--- config.mk ---
export PLATFORM = sky130hd
export DESIGN_NAME = mem_wb
export DESIGN_NICKNAME = d
export VERILOG_FILES = /design/src/rtl/mem_wb.sv
export SDC_FILE = /design/constraint.sdc
export NUM_CORES = 1
export LEC_CHECK = 0
export BUFFER_PORTS_ARGS = -buffer_cell sky130_fd_sc_hd__buf_2
export CORE_MARGIN = 5
export CORE_UTILIZATION = 51
export CTS_BUF_LIST = sky130_fd_sc_hd__clkbuf_2 sky130_fd_sc_hd__clkbuf_4 sky130_fd_sc_hd__clkbuf_8
export CTS_CLUSTER_SIZE = 14
export DETAILED_ROUTE_END_ITERATION = 12
export GPL_TIMING_DRIVEN = 0
export HOLD_SLACK_MARGIN = 0.08
export PLACE_DENSITY = 0.86
export SLEW_MARGIN = 10
export SYNTH_ARGS = -nofsm -noshare
export SYNTH_HDL_FRONTEND = slang
export SYNTH_SLANG_ARGS = --single-unit
--- constraint.sdc ---
create_clock -name clk -period 1.52 [get_ports clk]
set_clock_uncertainty 0.2 [all_clocks]
set_input_delay 0.152 -clock clk [delete_from_list [all_inputs] [get_ports clk]]
set_output_delay 0.152 -clock clk [all_outputs]
set_load 0.1 [all_outputs]
--- src/rtl/mem_wb.sv ---
// rtl/mem_wb.sv - MEM/WB pipeline register with hit-gated advance and async clear
module mem_wb #(
  parameter int DATA_W = 32,
  parameter int REG_W  = 5,
  parameter int CTL_W  = 2
) (
  input  logic [CTL_W-1:0]  i_ctlwb,
  input  logic [DATA_W-1:0] iread_data_mem,
  input  logic [DATA_W-1:0] ialu_result,
  input  logic [REG_W-1:0]  ireg_write,
  output logic [CTL_W-1:0]  o_ctlwb,
  output logic [DATA_W-1:0] oread_data_mem,
  output logic [DATA_W-1:0] oalu_result,
  output logic [REG_W-1:0]  oreg_write,
  input  logic              clk,
  input  logic              rstn,
  input  logic              hit
);

  // All four fields share one enable so a stall can never split a pipeline slot.
  // A non-1 hit (including X/Z in simulation) falls through and holds.
  always_ff @(posedge clk or negedge rstn) begin
    if (!rstn) begin
      o_ctlwb        <= '0;
      oread_data_mem <= '0;
      oalu_result    <= '0;
      oreg_write     <= '0;
    end else if (hit) begin
      o_ctlwb        <= i_ctlwb;
      oread_data_mem <= iread_data_mem;
      oalu_result    <= ialu_result;
      oreg_write     <= ireg_write;
    end
  end

endmodule

Yosys cells after proc, flatten, opt, wreduce, memory -nomap -nowiden
Index checks and enable logic that the tools add are counted.
W data, S select, Z words.

storage, ports and cells
  register bits after elaboration = 71
  input bits = 74
  output and inout port bits = 71
  logic and storage cells = 4

Depth between registers and ports, before layout
  depth in word-level cells = 0
  gate-level depth with buffers = 3
  depth with buffers taken out = 1

Worst setup path before layout
OpenSTA, ideal clock, no wires.

  path kind = register to register
  start = register, netlist name o_ctlwb[0]
  end = register o_ctlwb[0]
  library setup time = 0.126 ns
  arrival = 1.132 ns
  required time = 1.194 ns
  path slack = 0.062 ns
  stages on the path, launching flop included = 2
  buffers on the path = 0
  period minus slack after synthesis = 1.458 ns
  cells stage by stage = dfrtp_1 mux2_4

RTL lines
  item                    line  text
  end signal: assignment  29    o_ctlwb <= i_ctlwb;
  end: declaration        11    output logic [CTL_W-1:0] o_ctlwb,

Worst setup path in the final report
  start = register oalu_result[11]
  end = output port oalu_result[11]

RTL lines
  item                      line  text
  start: declaration        13    output logic [DATA_W-1:0] oalu_result,
  start signal: assignment  31    oalu_result <= ialu_result;

No word-level cell between the ends.

==> reports/metrics.yaml <==
power_and_ir_drop:
  seqPwrFrac_pct: 37.1
  switching_share_pct: 43.2
  power_switching_mw: 2.57
  total_power_mw: 5.97
  p_comb_share_pct: 40.9
  p_int_mw: 3.39
  power_frac_clock_pct: 22.0
  vdd.ir_drop.worst_uv: 845
  p_leak_nw: 2.47
  power_density_mw_per_mm2: 1240
floorplan:
  row_count: 27
  die_height_um: 86.6
  pin_count: 145
  die_area_sq_mm: 0.00750
  die_w_um: 86.6
  core_area_sq_mm: 0.00561
  start_util_pct: 53.3
global_routing:
  grt_pass1_wl_um: 13700
  antenna_found_initial: 0
  overflow: 0
  grt_pass1_vias: 2478
  track_usage_pct: 24.4
  grt_start_max_net_pins: 39
placement:
  dpl_worst_slack_ns: 0.372
  placed_area_sq_mm: 0.00382
  hpwl_um: 5080
  gp_congestion: 0.788
  portBuffers: 143
drt:
  highest_layer: "met4"
  ant_nets: 0
  dr.first_iter.drc_count: 84
  wl_met3_um: 742
  dr.pass1.iters: 4
  wl_met1_um: 3700
  num_vias: 2234
  via_per_inst: 4.92
  met2_length_um: 4940
  detail_route.wl_per_cell_um: 21.3
  drc_errors: 0
  wl_um: 9650
setup_path:
  crit_required_ns: 1.17
  crit_family: "buffers and inverters"
  cp_max_fo: 2
  cp.arrival_ns: 1.18
  reg2regPathDepth: 1
  endpoint_kind: "primary output"
  path_cells: "buf_2"
  cp.depth: 1
  path_buf_inv: 1
  cpMaxStageDelayCell: "buf_2"
  path_class: "flop to primary output"
  startpoint_type: "flop"
  crit_path_max_incr_delay_ns: 0.46
outcome:
  violations: "negative setup slack"
  outcome: "finished with violations"
logic_synthesis:
  ys_top_cells_by_area: "dfrtp_1, mux2_4, buf_12"
  synth.most_common_cell: "dfrtp_1"
  syn_nets: 224
  yosysUniqueCellTypes: 5
  yosysWarnings: 0
  synthTopCellsByCount: "dfrtp_1, mux2_4, buf_12"
  ys_async_sr_fraction_pct: 100
  yosysTopAreaCell: "dfrtp_1"
  netlist_area_sq_mm: 0.00299
  syn_area_per_cell_sq_um: 19.9
  synth-seq-cells: 71
  ys_seq_area_share_pct: 59.4
  synth_top_cell_area_share_pct: 59.4
  postSynthCellCount: 150
  synth_flop_cell: "dfrtp_1"
  synth_edf_count: 0
timing:
  setup_viol: 3
  slew_headroom_pct: 66.2
  setup_slack_ns: -0.0151
  report.final.slew_viol_count: 0
  fmax_ghz: 0.651
  hold_viol: 0
  tightest_slew_ns: 0.511
  period_needed_ns: 1.54
  finalCritPeriodShare_pct: 101
clock_tree:
  cts_made_buffers: 9
  clk_path_buf_depth: 2
  clock_sinks: 71
  clk_pin_slew_ns: 0.08
  insertion_delay_ns: 0.33
  h-tree-depth: 3
  cts_tree: "done"
  cts-root-buf: "clkbuf_8"
cells_and_area:
  final_util_pct: 85.5
  finalInstanceArea_sq_mm: 0.00479
  syn_to_final_growth_pct: 60.3
  fill_cells: 261
  num_antenna_cells: 0
  nets: 452
  seqCellArea_sq_mm: 0.00178
  multi_input_area_sq_mm: 0.00106
  layout-drive-gt1-share_pct: 62.3
min_path:
  hold_class: "input pin to async pin"
flow_run:
  drv_cap: 0
cells by family after synthesis:
group                  count (synthesis)  share of synthesized area [%]
buffers and inverters                  8                           5.06
multiplexers                          71                           35.5
flip-flops                            71                           59.4
path summary, 6_finish.rpt:
check,start,endpoint,slack [ns]
min in group clk,oalu_result[4],oalu_result[4],0.31
worst max-delay path,oalu_result[11],oalu_result[11],-0.02
worst max register to register,oalu_result[17],oalu_result[17],0.46
max in group asynchronous,rstn,oread_data_mem[25],0.42
worst min register to register,oalu_result[4],oalu_result[4],0.31
worst min-delay path,rstn,oalu_result[15],0.14
routing by layer:
| metal | vias up | global-route usage, % |
|---|---|---|
| li1 | 981 | - |
| met1 | 1115 | 29.2 |
| met2 | 116 | 42.0 |
| met3 | 22 | 5.89 |
| met4 | 0 | 9.92 |
| met5 | - | 0 |
registers in the layout, indices dropped and copies added, names as in the netlist:
| name | flops |
|---|---|
| oreg_write | 5 |
| o_ctlwb | 2 |
| oalu_result | 32 |
| oread_data_mem | 32 |
cells in the final DEF (no fill, tap or decap), drive strengths merged:
master,n
buf,121
clkbuf,42
clkinv,3
clkinvlp,1
dfrtp,71
dlygate4sd3,73
mux2,71
power by group through the flow:
| stage | combinational (mW) | clock (mW) | sequential (mW) |
|---|---|---|---|
| final | 2.44 | 1.31 | 2.21 |
| after global routing | 2.50 | 1.42 | 2.23 |
| after CTS | 2.37 | 1.31 | 2.19 |
| after detailed placement | 2.22 | 0 | 2.21 |
| after global placement | 2.19 | 0 | 2.21 |
| after floorplan | 0.398 | 0 | 3.61 |
area by class of cell:
class / count / area share [%]
clock inverters: 4 / 0.470
clock buffers: 11 / 3.03
repair buffers: 217 / 32.3
flip-flops and latches: 71 / 37.1
well taps: 72 / 1.88
plain buffers: 8 / 3.16
multi-input cells: 71 / 22.2
through the flow:
stage	hold WS [ns]	setup TNS (ns)	std cells
6_report	0.141	-0.0275	454
5_1_grt	0.175	-0.190	454
4_1_cts	0.104	0	454
3_5_place_dp	-0.0809	0	366
3_3_place_gp	0.182	-11.59	365
2_1_floorplan	-0.344	0	150
timing repair:
action / 4_1_cts / 5_1_grt
hold buffers: 73 / 0
endpoints found under the setup margin: 0 / 31
buffers inserted: 0 / 0
resized for setup: 0 / 31
endpoints found under the hold margin: 142 / 0
Note: power is estimated with default switching activity, not from simulation.
